**src/rtl/nmi_arb_pkg.sv**
```systemverilog
// -----------------------------------------------------------------------------
// nmi_arb_pkg
// Shared types and constants for the NMI round-robin arbiter.
//   nmi_arb_state_e   : arbiter FSM states (idle / transaction in flight)
//   NMI_ARB_ERR_RDATA : default read data returned on a watchdog completion
//   nmi_arb_cnt_w()   : width of the watchdog counter for a given timeout
// -----------------------------------------------------------------------------
package nmi_arb_pkg;

  typedef enum logic [0:0] {
    ARB_IDLE = 1'b0,
    ARB_BUSY = 1'b1
  } nmi_arb_state_e;

  localparam logic [31:0] NMI_ARB_ERR_RDATA = 32'hDEAD_BEEF;

  // The counter must hold TIMEOUT_CYC itself; a disabled watchdog still
  // needs a 1-bit vector so the declarations stay legal.
  function automatic int unsigned nmi_arb_cnt_w(input int unsigned timeout_cyc);
    if (timeout_cyc == 0) begin
      return 1;
    end
    return $clog2(timeout_cyc + 1);
  endfunction

endpackage

```
**src/rtl/nmi_rr_pick.sv**
```systemverilog
// -----------------------------------------------------------------------------
// nmi_rr_pick
// Combinational round-robin picker: returns the first set request bit at or
// after ptr_i, wrapping cyclically.
//   req_i     : request vector, one bit per master
//   ptr_i     : index with highest priority this round
//   win_oh_o  : one-hot winner (all zero when no request)
//   win_idx_o : binary index of the winner (0 when no request)
//   any_o     : at least one request present
// -----------------------------------------------------------------------------
module nmi_rr_pick #(
  parameter  int unsigned NUM_MST = 2,
  localparam int unsigned IDX_W   = $clog2(NUM_MST)
) (
  input  logic [NUM_MST-1:0] req_i,
  input  logic [IDX_W-1:0]   ptr_i,
  output logic [NUM_MST-1:0] win_oh_o,
  output logic [IDX_W-1:0]   win_idx_o,
  output logic               any_o
);

  logic [2*NUM_MST-1:0] req_dbl;
  logic [2*NUM_MST-1:0] req_masked;
  logic                 found;

  // The request vector is duplicated so that masking off everything below
  // ptr_i leaves the wrapped-around requests in the upper copy; the lowest
  // surviving bit is then the cyclic winner.
  always_comb begin
    // NOTE: every output gets a default before any conditional assignment,
    // otherwise paths that skip the assignment infer a latch.
    win_oh_o   = '0;
    win_idx_o  = '0;
    found      = 1'b0;
    req_dbl    = {req_i, req_i};
    req_masked = req_dbl & ({(2*NUM_MST){1'b1}} << ptr_i);
    any_o      = |req_i;
    for (int i = 0; i < 2 * NUM_MST; i++) begin
      if (!found && req_masked[i]) begin
        found     = 1'b1;
        win_idx_o = IDX_W'(i % int'(NUM_MST));
      end
    end
    if (any_o) begin
      win_oh_o[win_idx_o] = 1'b1;
    end
  end

endmodule

```
**src/rtl/nmi_rr_arbiter.sv**
```systemverilog
// -----------------------------------------------------------------------------
// nmi_rr_arbiter
// Shares one NMI slave port among NUM_MST NMI masters with round-robin
// arbitration, one outstanding transaction at a time. A watchdog completes a
// transaction with ERR_RDATA after TIMEOUT_CYC+1 BUSY cycles without
// s_ready_i (TIMEOUT_CYC = 0 disables it).
//   clk_i, rst_n_i          : clock, synchronous active-low reset
//   m_valid_i/addr/wdata/wstrb : per-master request (wstrb 0 = read)
//   m_ready_o, m_rdata_o    : per-master completion strobe and read data
//   s_valid_o/addr/wdata/wstrb : request forwarded from the granted master
//   s_ready_i, s_rdata_i    : slave completion and read data
//   grant_o                 : one-hot owner while BUSY, 0 when idle
//   timeout_o               : one-cycle pulse on a forced completion
// -----------------------------------------------------------------------------
module nmi_rr_arbiter
  import nmi_arb_pkg::*;
#(
  parameter int unsigned NUM_MST     = 2,
  parameter int unsigned TIMEOUT_CYC = 1023,
  parameter logic [31:0] ERR_RDATA   = NMI_ARB_ERR_RDATA
) (
  input  logic                     clk_i,
  input  logic                     rst_n_i,
  input  logic [NUM_MST-1:0]       m_valid_i,
  input  logic [NUM_MST-1:0][31:0] m_addr_i,
  input  logic [NUM_MST-1:0][31:0] m_wdata_i,
  input  logic [NUM_MST-1:0][3:0]  m_wstrb_i,
  output logic [NUM_MST-1:0]       m_ready_o,
  output logic [NUM_MST-1:0][31:0] m_rdata_o,
  output logic                     s_valid_o,
  output logic [31:0]              s_addr_o,
  output logic [31:0]              s_wdata_o,
  output logic [3:0]               s_wstrb_o,
  input  logic                     s_ready_i,
  input  logic [31:0]              s_rdata_i,
  output logic [NUM_MST-1:0]       grant_o,
  output logic                     timeout_o
);

  localparam int unsigned      IDX_W    = $clog2(NUM_MST);
  localparam int unsigned      CNT_W    = nmi_arb_cnt_w(TIMEOUT_CYC);
  localparam logic [CNT_W-1:0] CNT_MAX  = CNT_W'(TIMEOUT_CYC);
  localparam logic             WDOG_EN  = (TIMEOUT_CYC != 0);
  localparam logic [IDX_W-1:0] LAST_IDX = IDX_W'(NUM_MST - 1);

  nmi_arb_state_e     state_q,   state_d;
  logic [IDX_W-1:0]   rr_ptr_q,  rr_ptr_d;
  logic [IDX_W-1:0]   gnt_idx_q, gnt_idx_d;
  logic [NUM_MST-1:0] gnt_oh_q,  gnt_oh_d;
  logic [CNT_W-1:0]   cnt_q,     cnt_d;

  logic [NUM_MST-1:0] pick_oh;
  logic [IDX_W-1:0]   pick_idx;
  logic               pick_any;

  logic busy;
  logic timeout_hit;
  logic done;

  nmi_rr_pick #(
    .NUM_MST (NUM_MST)
  ) u_pick (
    .req_i     (m_valid_i),
    .ptr_i     (rr_ptr_q),
    .win_oh_o  (pick_oh),
    .win_idx_o (pick_idx),
    .any_o     (pick_any)
  );

  // Slave-side and master-side outputs. Responses are combinational from the
  // slave so completion adds no cycle of latency.
  always_comb begin
    busy        = (state_q == ARB_BUSY);
    // s_ready_i has priority: a ready arriving on the timeout cycle is a
    // normal completion.
    timeout_hit = busy && WDOG_EN && !s_ready_i && (cnt_q == CNT_MAX);
    done        = busy && (s_ready_i || timeout_hit);

    s_valid_o = busy && m_valid_i[gnt_idx_q] && !timeout_hit;
    s_addr_o  = busy ? m_addr_i[gnt_idx_q]  : '0;
    s_wdata_o = busy ? m_wdata_i[gnt_idx_q] : '0;
    s_wstrb_o = busy ? m_wstrb_i[gnt_idx_q] : '0;

    grant_o   = busy ? gnt_oh_q : '0;
    m_ready_o = done ? gnt_oh_q : '0;
    m_rdata_o = '0;
    if (done) begin
      m_rdata_o[gnt_idx_q] = s_ready_i ? s_rdata_i : ERR_RDATA;
    end
    timeout_o = timeout_hit;
  end

  // Next-state logic.
  always_comb begin
    state_d   = state_q;
    rr_ptr_d  = rr_ptr_q;
    gnt_idx_d = gnt_idx_q;
    gnt_oh_d  = gnt_oh_q;
    cnt_d     = cnt_q;
    case (state_q)
      ARB_IDLE: begin
        if (pick_any) begin
          state_d   = ARB_BUSY;
          gnt_idx_d = pick_idx;
          gnt_oh_d  = pick_oh;
          cnt_d     = '0;
        end
      end
      ARB_BUSY: begin
        if (done) begin
          state_d  = ARB_IDLE;
          rr_ptr_d = (gnt_idx_q == LAST_IDX) ? '0 : gnt_idx_q + IDX_W'(1);
        end else if (cnt_q != CNT_MAX) begin
          cnt_d = cnt_q + CNT_W'(1);
        end
      end
      default: state_d = ARB_IDLE;
    endcase
  end

  always_ff @(posedge clk_i) begin
    // NOTE: non-blocking assignments make every flop update from pre-edge
    // values, independent of statement order.
    if (!rst_n_i) begin
      state_q   <= ARB_IDLE;
      rr_ptr_q  <= '0;
      gnt_idx_q <= '0;
      gnt_oh_q  <= '0;
      cnt_q     <= '0;
    end else begin
      state_q   <= state_d;
      rr_ptr_q  <= rr_ptr_d;
      gnt_idx_q <= gnt_idx_d;
      gnt_oh_q  <= gnt_oh_d;
      cnt_q     <= cnt_d;
    end
  end

endmodule

```
**config.mk**
```make
export PLATFORM = sky130hd
export DESIGN_NAME = nmi_rr_arbiter
export DESIGN_NICKNAME = d
export VERILOG_FILES = /design/src/rtl/nmi_arb_pkg.sv /design/src/rtl/nmi_rr_pick.sv /design/src/rtl/nmi_rr_arbiter.sv
export SDC_FILE = /design/constraint.sdc
export NUM_CORES = 1
export LEC_CHECK = 0
export ABC_AREA = 1
export CORE_AREA = 2 2 121 123
export CTS_CLUSTER_DIAMETER = 120
export DETAILED_ROUTE_END_ITERATION = 8
export DIE_AREA = 0 0 123 125
export SYNTH_ARGS = -nofsm -noshare
export SYNTH_HDL_FRONTEND = slang
export SYNTH_SLANG_ARGS = --single-unit
```
**constraint.sdc**
```tcl
create_clock -name clk_i -period 4.6 [get_ports clk_i]
set_input_delay 0.69 -clock clk_i [delete_from_list [all_inputs] [get_ports clk_i]]
set_output_delay 0.69 -clock clk_i [all_outputs]
set_load 0.03 [all_outputs]
```
Word-level counts from Yosys, hierarchy flattened
Index checks and enable logic that the tools add are counted.
Word-level totals
  word-level logic and storage cells: 73
  register bits after elaboration: 15
  ROM bits: 0
  bits in writable memories: 0
  latch bits: 0
  memories: 0
Operators by class
  $mul: 0
  reductions and logical operators: 20
  div/mod/pow operators: 0
  bitwise operators: 3
  order comparisons: 4
  equality and inequality tests: 5
  mux-type cells: 33
  add/subtract/negate cells: 2
  shift-type cells: 1
Operators by type and width (number)
  $mux W32: 8
  $and A64 B64 Y64: 1
  $mux W64: 1
  $demux W32 S1: 1
  $mux W10: 3
  $pmux W10 S2: 1
  $mux W1: 12
  $mux W4: 3
  $add A10 B1 Y10 const B: 1
  $eq A10 B10 Y1 const B: 1
  $logic_and A1 B1 Y1: 10
  $ne A10 B10 Y1 const B: 1
  $logic_not A1 Y1: 5
  $and A4 B4 Y4: 1
  $lt A1 B2 Y1 const B: 2
  $mux W2: 2
  $ne A2 B2 Y1 const B: 2
  $reduce_and A2 Y1: 2
  $shl A4 B1 Y4 const A: 1
  $reduce_and A3 Y1: 1
  $ge A1 B1 Y1 const B: 2
  $ne A2 B1 Y1 const B: 1
  $pmux W1 S2: 1
  $reduce_or A2 Y1: 1
  4 further kinds: 4

Longest topological paths before layout
  depth after elaboration: 16
  mapped depth: 10
  depth with buffers taken out: 10

Modules after synthesis
Synthesis repeated with hierarchy kept, for this count alone.
Second synthesis, totals
  cell total of the unflattened synthesis: 487
  area total of the unflattened synthesis: 2451.1 um^2
Modules (own cells, without submodules)
  nmi_rr_arbiter: times used 1, seq. area each 300.3 um^2, area an instance 2421.1 um^2, cells each 480
  nmi_rr_pick: times used 1, seq. area each 0.0 um^2, area an instance 30.0 um^2, cells each 7

Worst setup path after synthesis
Ideal clock, no wire load.
  path type: input -> output
  start: input port s_ready_i
  end: output port s_valid_o
  data required time: 3910 ps
  arrival time: 1956 ps
  slack: 1954 ps
  stages on the path: 3
  cell sequence: buf_2 > nor3_1 > nor3_1
On the way
  word-level cells in the longest chain between the ends: 5
Ends and longest elaborated chain
  start: declaration: line nmi_rr_arbiter.sv:34  | input logic s_ready_i,
  $logic_not A1 Y1: line nmi_rr_arbiter.sv:76  | timeout_hit = busy && WDOG_EN && !s_ready_i && (cnt_q == CNT_MAX);
  $logic_and A1 B1 Y1 (2 in a row): line nmi_rr_arbiter.sv:76
  via timeout_o: line nmi_rr_arbiter.sv:37  | output logic timeout_o
  $logic_not A1 Y1: line nmi_rr_arbiter.sv:79  | s_valid_o = busy && m_valid_i[gnt_idx_q] && !timeout_hit;
  $logic_and A1 B1 Y1: line nmi_rr_arbiter.sv:79
  end: declaration: line nmi_rr_arbiter.sv:30  | output logic s_valid_o,
The timed path passes the listed nets, and every way through them passes these cells.

==> impl_results.md <==
- Post-Syn Area per Cell: 4.82 um2
- Clk sinks: 14
- Vias: 3844
- Core area: 0.0142 mm2
- Worst Path Required: 3910 ps
- H-tree Lvls: 1
- WHS: 496 ps
- Routability cong.: 0.797
- Die height: 125 um
- Clk pin slew, worst setup/hold paths: 50 ps
- ANT nets after route: 0
- Clock tree buffer depth: 2
- Design Area, Final: 0.00549 mm2
- Synth Instances: 454
- Post-CTS Setup Repair Bufs: 0
- Synthesized Nets: 628
- Nets: 915
- Max-capacitance violation count: 0
- WS Path Type: input pin to output pin
- Post-synth EDFFs: 0
- Post-cts sizing count: 0
- Hold path cells: 2
- R2r startpoint: busy$_SDFF_PN0_
- Final Max Slew Viols: 0
- Worst Hold Path EP: cnt_q[3]$_SDFFE_PN0P_
- Initial antenna violation count: 0
- CTS tree: done
- Synth-to-Final Area Change: 151%
- Hold_sp: cnt_q[3]$_SDFFE_PN0P_
- Drc violations: 0
- Crit path DAT: 3090 ps
- Ys Warns: 0
- Mapped Area: 0.00219 mm2
- Root Driver: clkbuf_16
- Post-synth top flop: dfxtp_1
- Worst setup margin: 824 ps
- Critical path capture point type: output pin
- N_diodes: 0
- Post-synth ARST share: 0%
- Clk_lat worst skew: 240 ps
- Commonest non-fill, non-tap cells in the layout: 310 x clkdlybuf4s50_1, 231 x nor2_1, 72 x o21ai_0
- Vias in the first global route: 3594
- Layout fillers: 1581
- Reg2Reg Depth: 7
- Setup crit start kind: input pin
- Hold Fails Final Rpt: 0
- Slew HR: 53.0%
- Post-synthesis cell type count: 26
- Leak pwr: 2.26 nW
- DP Worst Slack: 793 ps
- Final Util: 38.7%
- Final Non-Filler Cells: 924
- Area after DPL: 0.00540 mm2
- Hold Crit Class: flop to flop
- 1st-pass router iterations: 4
- Initial Utilization: 15.4%
- Worst Clk Skew: 1.85 ps
- Initial DRC Count: 148
- Ports: 311
- Min Tclk post-route: 3780 ps
- Routed length per instance: 13.6 um
- Placed Cells: 920
- Crit-path max FO: 26
- CTS hold repair buffers: 0
- Power, Total: 858 uW
- Post-DP HPWL: 10100 um
- Die Area: 0.0154 mm2
- RSZ-0062 raised after global routing: false
- Sequential area share after synthesis: 12.8%
- DIE WIDTH: 123 um
- Final period util: 82.1%
- Global-route wire length before repair: 18600 um
- RR Endpoint: cnt_q[3]$_SDFFE_PN0P_
- Buffers added on ports: 310
- Peak VDD IR: 108 uV
- Status: finished clean
- Post-synthesis register bit count: 14
- Fmax achieved: 265 MHz
- Setup-failing EPs final: 0
- Commonest non-fill, non-tap cell in the layout: clkdlybuf4s50_1
- Cts bufs inserted: 3
- Total GRT Usage: 15.1%
- Congestion Overflow GR: 0
- # rows: 44
- Routed vias/inst: 4.16
- Post-route setup TNS: 0 ps
- Setup slack, reg-to-reg: 2450 ps
- Largest net degree at the start of global routing: 73
- Final wirelength: 12600 um
- PwrDens: 156 mW/mm2
- Share of cells above drive strength 1: 3.51%
- Worst Max-Slew Pin Slew: 705 ps
-- layout make-up --
type,instances,area [um2],area share [%]
multi-input combinational,382,1660,30.2
sequential,14,283,5.15
tap,184,230,4.19
timing repair buffer,314,3130,57.1
clock buffer,4,88.8,1.62
inverter,26,97.6,1.78
-- Yosys cell counts (2+ instances only) --
cell,instances,share of area (%)
nand2_2,4,1.1
clkbuf_1,20,3.4
inv_1,21,3.6
dfxtp_1,14,13
nor2_1,231,40
nand3_1,14,3.2
nand3_2,2,0.91
buf_6,3,1.5
buf_2,8,1.8
o21ai_0,72,16
a21oi_1,13,3.0
inv_2,4,0.69
nand2_1,30,5.1
nor3_1,5,1.1
nand3_4,2,1.6
-- worst max-delay path by stage --
stage                    from            end  slack (ps)  depth (start not counted)
global route        s_ready_i  m_rdata_o[17]         620                          9
global placement    s_ready_i  m_rdata_o[17]         830                          9
floorplan           s_ready_i      s_valid_o        1950                          3
detailed placement  s_ready_i  m_rdata_o[17]         790                          9
finish              s_ready_i  m_rdata_o[17]         820                          9
CTS                 s_ready_i  m_rdata_o[17]         790                          9
-- logic make-up (layout without fill, tap and decap cells) --
| group | Yosys count | in the layout | share of synthesized area, % |
|---|---|---|---|
| XOR/XNOR | 1 | 1 | 0.400 |
| flip-flops | 14 | 14 | 12.8 |
| AO/OA/AOI/OAI | 89 | 89 | 20.7 |
| buffers and inverters | 58 | 344 | 11.4 |
| adder cells (fa/ha/maj) | 1 | 1 | 0.571 |
| AND/OR/NAND/NOR | 291 | 291 | 54.1 |
-- state kept, by name (all words and copies together), names as in the netlist --
name       cells
cnt_q         10
busy           1
gnt_idx_q      1
gnt_oh_q       1
rr_ptr_q       1
-- where the power goes --
| group | total (mW) | leakage, nW | internal, mW | switching (mW) |
|---|---|---|---|---|
| Sequential | 0.130 | 0.114 | 0.125 | 0.00510 |
| Clock | 0.182 | 0.0442 | 0.132 | 0.0501 |
| Combinational | 0.546 | 2.10 | 0.265 | 0.281 |
-- per-layer routing --
layer	vias to the layer above	part of all wire (%)	track usage, %
li1	2001	-	-
met3	7	11	3.79
met4	0	0.56	1.67
met2	198	49	27.9
met5	-	0	0
met1	1638	40	17.9
-- critical path, cell delays in order --
cell	delay, ps
clkdlybuf4s50_1	450
buf_4	210
inv_2	220
nand2_2	190
nand3_4	250
inv_2	230
nand3_1	100
inv_1	70
clkdlybuf4s50_1	670
No activity file was read; power rests on OpenSTA's default activity.
